[config.mk]
export PLATFORM = sky130hd
export DESIGN_NAME = lcd_bus_responder
export DESIGN_NICKNAME = d
export VERILOG_FILES = /design/src/rtl/lcd_bus_responder.sv
export SDC_FILE = /design/constraint.sdc
export NUM_CORES = 1
export LEC_CHECK = 0
export CAP_MARGIN = 15
export CORE_AREA = 2 2 343 345
export DETAILED_ROUTE_END_ITERATION = 10
export DIE_AREA = 0 0 345 347
export GPL_TIMING_DRIVEN = 0
export PLACE_DENSITY_LB_ADDON = 0.12
export SLEW_MARGIN = 5
export SYNTH_ARGS = -nofsm -noshare
export SYNTH_HDL_FRONTEND = slang
export SYNTH_SLANG_ARGS = --single-unit
[constraint.sdc]
create_clock -name clk -period 3.95 [get_ports clk]
set_input_delay 0.9875 -clock clk [delete_from_list [all_inputs] [get_ports clk]]
set_output_delay 0.9875 -clock clk [all_outputs]
set_load 0.02 [all_outputs]
[src/rtl/lcd_bus_responder.sv]
// HD44780-style character-LCD responder: decodes bus strobes, keeps a 128-byte DDRAM image,
// address counter and display-control state, and answers busy-flag and data reads.
module lcd_bus_responder #(
    parameter int unsigned BUSY_CYCLES = 40,
    parameter int unsigned CLR_CYCLES  = 1600
) (
    input  logic       clk,
    input  logic       rst,
    input  logic       e,
    input  logic       rs,
    input  logic       rw,
    input  logic [7:0] db_in,
    output logic [7:0] db_out,
    output logic       db_oe,
    output logic       busy,
    output logic [6:0] ac,
    output logic       disp_on,
    output logic       cursor_on,
    output logic       blink_on,
    output logic       entry_inc,
    output logic       cmd_valid,
    output logic       cmd_rs,
    output logic [7:0] cmd_code,
    output logic       proto_err,
    input  logic [6:0] rd_addr,
    output logic [7:0] rd_data
);

    typedef enum logic [1:0] {StIdle, StBusy, StClear} state_e;

    localparam logic [15:0] BusyLoad = 16'(BUSY_CYCLES - 1);
    localparam logic [15:0] ClrLast  = 16'(CLR_CYCLES - 1);

    state_e      st_q, st_d;
    logic [15:0] cnt_q, cnt_d;
    logic        e_q, rs_q, rw_q;
    logic [7:0]  db_q;
    logic        busy_q, busy_d;
    logic [6:0]  ac_q, ac_d;
    logic        disp_q, disp_d, cursor_q, cursor_d, blink_q, blink_d;
    logic        inc_q, inc_d, shift_q, shift_d, cg_mode_q, cg_mode_d;
    logic        cmd_valid_q, cmd_valid_d, cmd_rs_q, cmd_rs_d;
    logic [7:0]  cmd_code_q, cmd_code_d;
    logic        err_q, err_d;
    logic [7:0]  db_out_q, db_out_d;
    logic        db_oe_q, db_oe_d;
    logic [7:0]  rd_data_q;
    logic [7:0]  mem_q [128];
    logic        mem_we;
    logic [6:0]  mem_wa;
    logic [7:0]  mem_wd;
    logic        strobe_end, wr_acc, rd_src_rs;
    logic [7:0]  rd_value;

    // Two-line address map: 0x00-0x27 and 0x40-0x67; anything else steps mod 128.
    function automatic logic [6:0] ac_step(input logic [6:0] a, input logic inc);
        if (inc) begin
            if (a == 7'h27) return 7'h40;
            if (a == 7'h67) return 7'h00;
            return a + 7'd1;
        end
        if (a == 7'h00) return 7'h67;
        if (a == 7'h40) return 7'h27;
        return a - 7'd1;
    endfunction

    always_comb begin
        strobe_end  = e_q & ~e;
        wr_acc      = strobe_end & ~rw_q & ~busy_q;
        st_d        = st_q;
        cnt_d       = cnt_q;
        busy_d      = busy_q;
        ac_d        = ac_q;
        disp_d      = disp_q;
        cursor_d    = cursor_q;
        blink_d     = blink_q;
        inc_d       = inc_q;
        shift_d     = shift_q;
        cg_mode_d   = cg_mode_q;
        cmd_valid_d = 1'b0;
        cmd_rs_d    = cmd_rs_q;
        cmd_code_d  = cmd_code_q;
        err_d       = err_q;
        db_out_d    = db_out_q;
        mem_we      = 1'b0;
        mem_wa      = ac_q;
        mem_wd      = db_q;

        // While E is high the live rs selects the read source; at strobe end the latched one.
        rd_src_rs = e ? rs : rs_q;
        if (rd_src_rs) rd_value = busy_q ? 8'h00 : mem_q[ac_q];
        else           rd_value = {busy_q, ac_q};
        db_oe_d = (e & rw) | (strobe_end & rw_q);
        if (db_oe_d) db_out_d = rd_value;

        unique case (st_q)
            StClear: begin
                if (cnt_q < 16'd128) begin
                    mem_we = 1'b1;
                    mem_wa = cnt_q[6:0];
                    mem_wd = 8'h20;
                end
                if (cnt_q == ClrLast) begin
                    st_d   = StIdle;
                    busy_d = 1'b0;
                end else begin
                    cnt_d = cnt_q + 16'd1;
                end
            end
            StBusy: begin
                if (cnt_q == 16'd0) begin
                    st_d   = StIdle;
                    busy_d = 1'b0;
                end else begin
                    cnt_d = cnt_q - 16'd1;
                end
            end
            default: ;
        endcase

        if (wr_acc) begin
            cmd_valid_d = 1'b1;
            cmd_rs_d    = rs_q;
            cmd_code_d  = db_q;
            st_d        = StBusy;
            busy_d      = 1'b1;
            cnt_d       = BusyLoad;
            if (rs_q) begin
                if (!cg_mode_q) begin
                    mem_we = 1'b1;
                    ac_d   = ac_step(ac_q, inc_q);
                end
            end else begin
                priority casez (db_q)
                    8'b1???????: begin
                        ac_d      = db_q[6:0];
                        cg_mode_d = 1'b0;
                    end
                    8'b01??????: cg_mode_d = 1'b1;
                    8'b001?????: if (!db_q[4]) err_d = 1'b1;
                    8'b0001????: if (!db_q[3]) ac_d = ac_step(ac_q, db_q[2]);
                    8'b00001???: begin
                        disp_d   = db_q[2];
                        cursor_d = db_q[1];
                        blink_d  = db_q[0];
                    end
                    8'b000001??: begin
                        inc_d   = db_q[1];
                        shift_d = db_q[0];
                    end
                    8'b0000001?: begin
                        ac_d      = 7'h00;
                        cg_mode_d = 1'b0;
                        cnt_d     = ClrLast;
                    end
                    8'b00000001: begin
                        ac_d      = 7'h00;
                        inc_d     = 1'b1;
                        cg_mode_d = 1'b0;
                        st_d      = StClear;
                        cnt_d     = 16'd0;
                    end
                    default: ;
                endcase
            end
        end else if (strobe_end & ~rw_q) begin
            err_d = 1'b1;
        end else if (strobe_end & rw_q & rs_q) begin
            if (busy_q) err_d = 1'b1;
            else        ac_d  = ac_step(ac_q, inc_q);
        end
    end

    always_ff @(posedge clk) begin
        if (rst) begin
            st_q        <= StClear;
            cnt_q       <= 16'd0;
            e_q         <= 1'b0;
            rs_q        <= 1'b0;
            rw_q        <= 1'b0;
            db_q        <= 8'h00;
            busy_q      <= 1'b1;
            ac_q        <= 7'h00;
            disp_q      <= 1'b0;
            cursor_q    <= 1'b0;
            blink_q     <= 1'b0;
            inc_q       <= 1'b1;
            shift_q     <= 1'b0;
            cg_mode_q   <= 1'b0;
            cmd_valid_q <= 1'b0;
            cmd_rs_q    <= 1'b0;
            cmd_code_q  <= 8'h00;
            err_q       <= 1'b0;
            db_out_q    <= 8'h00;
            db_oe_q     <= 1'b0;
        end else begin
            st_q        <= st_d;
            cnt_q       <= cnt_d;
            e_q         <= e;
            rs_q        <= rs;
            rw_q        <= rw;
            db_q        <= db_in;
            busy_q      <= busy_d;
            ac_q        <= ac_d;
            disp_q      <= disp_d;
            cursor_q    <= cursor_d;
            blink_q     <= blink_d;
            inc_q       <= inc_d;
            shift_q     <= shift_d;
            cg_mode_q   <= cg_mode_d;
            cmd_valid_q <= cmd_valid_d;
            cmd_rs_q    <= cmd_rs_d;
            cmd_code_q  <= cmd_code_d;
            err_q       <= err_d;
            db_out_q    <= db_out_d;
            db_oe_q     <= db_oe_d;
        end
    end

    // DDRAM has no reset; the CLEAR state initialises it after every reset.
    always_ff @(posedge clk) begin
        if (mem_we) mem_q[mem_wa] <= mem_wd;
        rd_data_q <= mem_q[rd_addr];
    end

    assign db_out    = db_out_q;
    assign db_oe     = db_oe_q;
    assign busy      = busy_q;
    assign ac        = ac_q;
    assign disp_on   = disp_q;
    assign cursor_on = cursor_q;
    assign blink_on  = blink_q;
    assign entry_inc = inc_q;
    assign cmd_valid = cmd_valid_q;
    assign cmd_rs    = cmd_rs_q;
    assign cmd_code  = cmd_code_q;
    assign proto_err = err_q;
    assign rd_data   = rd_data_q;

endmodule

Word-level counts from Yosys, hierarchy flattened
Memories as Yosys holds them, arrays and structs flattened. A register that Yosys moved wholly into a read port is not among the register bits.
Cells that the tools add are included.
{ "totals": {"ramBits": 1024, "word_cells": 236, "mem_count": 1, "reg_bits": 62, "output_inout_bits": 40, "in_bits": 20} }
{ "mem_list": {"columns": ["memory", "depth", "width", "rd", "rd_ports_with_merged_regs", "write_ports", "line", "text"], "rows": [
  ["mem_q", 128, 8, 2, 2, 1, "48", "logic [7:0] mem_q [128];"]
]} }
{ "classes": {"eq_ne": 27, "bitwise": 11, "magnitude_cmp": 1, "n_mux": 153, "n_addsub": 4, "reduce_logical": 20} }
{ "ops": {"columns": ["operator", "count"], "rows": [
  ["7-bit 2-to-1 mux", 37],
  ["1-bit 2-to-1 mux", 96],
  ["16-bit 2-to-1 mux", 3],
  ["8-bit 2-to-1 mux", 4],
  ["16-bit one-hot mux with 2 select lines", 1],
  ["11-bit one-hot mux with 2 select lines", 1],
  ["7-bit one-hot mux with 3 select lines", 1],
  ["3-bit AND reduction", 6],
  ["16-bit by 1-bit adder with 16-bit output (second input constant)", 1],
  ["16-bit by 11-bit equality test with 1-bit output (second input constant)", 1],
  ["16-bit zero test", 1],
  ["16-bit by 8-bit less-than comparator with 1-bit output (second input constant)", 1],
  ["16-bit by 1-bit subtractor with 16-bit output (second input constant)", 1],
  ["3-bit != test (second input constant)", 5],
  ["7-bit equality test (second input constant)", 2],
  ["11-bit 2-to-1 mux", 1],
  ["2-bit 2-to-1 mux", 5],
  ["2-bit != test (second input constant)", 5],
  ["3-bit nonzero test", 3],
  ["8-bit by 1-bit equality test with 1-bit output (second input constant)", 1],
  ["2-bit nonzero test", 4],
  ["7-bit by 1-bit adder with 7-bit output (second input constant)", 1],
  ["7-bit by 1-bit equality test with 1-bit output (second input constant)", 1],
  ["7-bit by 6-bit equality test with 1-bit output (second input constant)", 1],
  ["other kinds (20)", 33]
]} }

Depth between registers and ports, before layout
{ "logic_depth": {"word_depth": 27, "ltp_mapped": 12} }

Least setup slack after synthesis
OpenSTA, ideal clock, no wires.
{ "synth_timing": {"path_type": "register to register", "start": "reg cnt_q[13]", "end": "mem mem_q[0][5] (data pin)", "path_stages_with_launch": 6, "path_slack_ps": 414, "arrival_ps": 2983, "n_path_buf": 1, "cell_sequence": "dfxtp_1 -> or4_1 -> nor3_2 -> nand2_2 -> clkbuf_1 -> nand2b_1"} }
{ "synth_between": {"elab_chain_cells": 3} }
{ "synth_rtl": {"columns": ["item", "line", "text"], "rows": [
  ["start: declaration", "35", "logic [15:0] cnt_q, cnt_d;"],
  ["start signal: assignment", "198", "cnt_q <= cnt_d;"],
  ["16-bit by 8-bit less-than comparator with 1-bit output", "98", "if (cnt_q < 16'd128) begin"],
  ["8-bit 2-to-1 mux", "98", null],
  ["8-bit 2-to-1 mux", "96", "unique case (st_q)"],
  ["net mem_wd[5]", "51", "logic [7:0] mem_wd;"],
  ["end: declaration", "48", null]
]} }
The timed path passes the listed nets, and every way through them passes these cells.

==> results.md <==
- Outcome: finished, violations left
- Failing checks: negative setup slack
- Clock root cell: clkbuf_16
- Nets@finish: 3069
- Worst skew pair latency: 730 ps
- First-pass GRT wire length: 258000 um
- P&R area growth vs syn: 13.7%
- Syn. warnings: 0
- Max clock buf depth: 3
- Clock skew: 23.6 ps
- Post-route design area: 59000 um^2
- Rows: 125
- Fillers: 9359
- Crit path launch type: flop
- Async set or reset register ratio after synthesis: 0%
- Placed instance area: 54700 um^2
- Number of flops mapped to enable cells by yosys: 1024
- RSZ-0062 raised after global routing: true
- Mapped Cells: 2840
- Synthesized area per cell: 18.3 um^2
- Vias per inst: 6.85
- FF-to-FF End: db_out[1]
- IO Count: 60
- Reg2Reg Setup Slack: -170 ps
- Final worst slack: -167 ps
- Die height: 347 um
- Final hold vios: 0
- Power, Total: 25.7 mW
- # DRC: 0
- Switching Share: 22.1%
- Vias: 31900
- Critical path endpoint category: flop
- Die area: 120000 um^2
- CTS H-Tree Depth: 3
- Post-synthesis sequential area ratio: 62.2%
- Yosys top cell by area: edfxtp_1
- CP max FO: 10
- 1st-iter DRT viols: 4934
- Clk sink count: 1101
- Setup violations, final: 126
- Area contributors post-synth: edfxtp_1 (59%), mux4_2 (24%), dfxtp_1 (3.0%)
- Die width: 345 um
- Seq pwr share: 49.3%
- Worst Max-Slew Pin Slew: 1210 ps
- Total GRT Usage: 31.4%
- Final period util: 104%
- Post-synth top flop: edfxtp_1
- Top-count cell post-synth: edfxtp_1
- Port Buffers: 52
- Syn nets: 2877
- Max_cap viols: 0
- Antenna diodes: 0
- Synth unique cells: 76
- Final-report max-slew violation count: 0
- P_sw: 5.68 mW
- Pwr Density: 434 nW/um^2
- Worst path arrival time: 4680 ps
- Starting Density: 44.9%
- Initial antenna violation count: 4
- Internal power: 20.0 mW
- Worst Setup EP: db_out[1]
- Worst rel slew slack: 19.2%
- Total congestion overflow: 0
- Routed length per instance: 40.6 um
- Final TNS setup: -10600 ps
- Hold crit path type: reg2reg
- Number of synthesized register bits: 1101
- CTS tree: done
- Vias in the first global route: 31800
- Commonest cells post-synth: edfxtp_1 (1024), mux4_2 (558), nor2_1 (190)
- Comb pwr share: 5.1%
- Worst Path Required: 4510 ps
- Peak VDD IR: 336 uV
- Top cell type's share of synthesized area: 59.2%
- Dpl cells: 4431
- TritonCTS Buffers: 119
- CTS clk-pin slew, worst paths: 60 ps
- Max frequency: 243 MHz
- Post-DP HPWL: 138000 um
- Non-filler cells, final: 4655
- Worst reg-to-reg path cell count: 8
- Setup CP Type: reg2reg
- Synthesized area: 51900 um^2
- Post-CTS Setup Repair Bufs: 0
- Clk network pwr share: 45.6%
- Fraction of layout cells with a size suffix above 1: 31.9%
- GPL Wtd Cong: 0.975
- Core Box Area: 116000 um^2
- Static Leak: 18.1 nW
- Min cycle time layout: 4120 ps
- Routed Wire Length: 189000 um
- DRT Pass-1 Iters: 6
- Largest net degree at the start of global routing: 85
- DRT antenna net count: 0
-- layout by cell type (no fill, tap or decap), types with 10 or more instances in the layout --
| cell type | n |
|---|---|
| a211oi_1 | 19 |
| a21oi_1 | 80 |
| a221oi_1 | 27 |
| a22oi_1 | 81 |
| buf_1 | 16 |
| buf_2 | 72 |
| buf_4 | 37 |
| buf_6 | 15 |
| bufinv_16 | 17 |
| clkbuf_1 | 91 |
| clkbuf_16 | 122 |
| clkdlybuf4s50_1 | 52 |
| clkinv_1 | 31 |
| clkinv_2 | 11 |
| clkinvlp_4 | 10 |
| dfxtp_1 | 77 |
| edfxtp_1 | 1024 |
| ha_1 | 16 |
| inv_1 | 19 |
| mux2_2 | 13 |
| mux2i_1 | 58 |
| mux4_2 | 558 |
| nand2_1 | 88 |
| nand2b_1 | 15 |
| nand3_1 | 30 |
| nor2_1 | 117 |
| nor2_2 | 68 |
| nor2b_1 | 29 |
| nor3_1 | 38 |
| o21ai_0 | 37 |
| o21ai_1 | 20 |
| o22ai_1 | 14 |
-- per-layer routing --
metal  vias up  GRT usage, %  share of wire (%)
met2      1995          49.9                 47
li1      12400             -                  -
met4         2          15.4                5.9
met1     17100          41.1                 38
met3       413          7.16                9.5
met5         -             0             0.0069
-- critical path, stage by stage, from the launching register on --
cell,delay (ps)
dfxtp_1,470
buf_4,300
buf_2,490
buf_2,570
mux4_2,420
o21ai_1,600
o2111ai_1,230
a211oi_1,690
a211oi_1,160
-- power groups by stage --
stage          Combinational (mW)  Sequential (mW)  Clock, mW
6_report                     1.32             12.6       11.7
5_1_grt                      1.33             12.6       12.2
4_1_cts                      1.28             12.6       11.8
3_5_place_dp                 1.27             12.9          0
3_3_place_gp                 1.27             12.9          0
2_1_floorplan               0.691             12.9          0
-- registers in the layout, indices dropped and copies added (netlist names), 2 cells and up, named ones only --
name      cells
ac            7
cmd_code      8
cnt_q        16
db_out        8
db_q          8
mem_q      1024
rd_data       8
st_q          2
-- timing repair --
item / in CTS / in global routing
cloned: 0 / 0
endpoints found under the setup margin: 449 / 402
hold buffers: 0 / 0
gates resized for setup: 49 / 61
-- area by class of cell --
| class | instances | area (um^2) | share of cell area (%) |
|---|---|---|---|
| plain buffers | 209 | 1100 | 1.87 |
| clock buffers | 148 | 3220 | 5.45 |
| clock inverters | 72 | 826 | 1.40 |
| inverters | 28 | 105 | 0.178 |
| multi-input cells | 1501 | 18700 | 31.7 |
| flip-flops and latches | 1101 | 32300 | 54.7 |
| well taps | 1524 | 1910 | 3.23 |
| repair buffers | 72 | 872 | 1.48 |
-- kinds of logic (layout without fill, tap and decap cells) --
kind of cell	after synthesis	after routing	share of synthesized area, %
AOI/OAI and AO/OA	357	357	4.69
xor gates and xnor gates	18	18	0.304
adders and majority gates	17	17	0.424
buffers and inverters	238	529	2.29
DFF	1101	1101	62.2
muxes	631	631	25.6
and+or+nand+nor	478	478	4.46
-- metrics by stage --
stage                     worst slack [ps]  util, %  hold WS, ps
after floorplan                        414        -          453
after global placement               -2270     47.0          452
after detailed placement              -967     47.2          456
after CTS                            -36.4     50.8          470
after global routing                  -132     51.0          492
final                                 -167     51.0          474
-- worst min-delay path by stage --
stage                            from           to  slack (ps)  cells after the start
after global placement    cmd_code[4]  cmd_code[4]         450                      2
after CTS                 cmd_code[6]  cmd_code[6]         470                      2
after global routing      cmd_code[1]  cmd_code[1]         490                      2
final                     cmd_code[6]  cmd_code[6]         470                      2
after floorplan             cnt_q[15]    cnt_q[15]         450                      2
after detailed placement  cmd_code[5]  cmd_code[5]         460                      2
No activity file was read; power rests on OpenSTA's default activity.
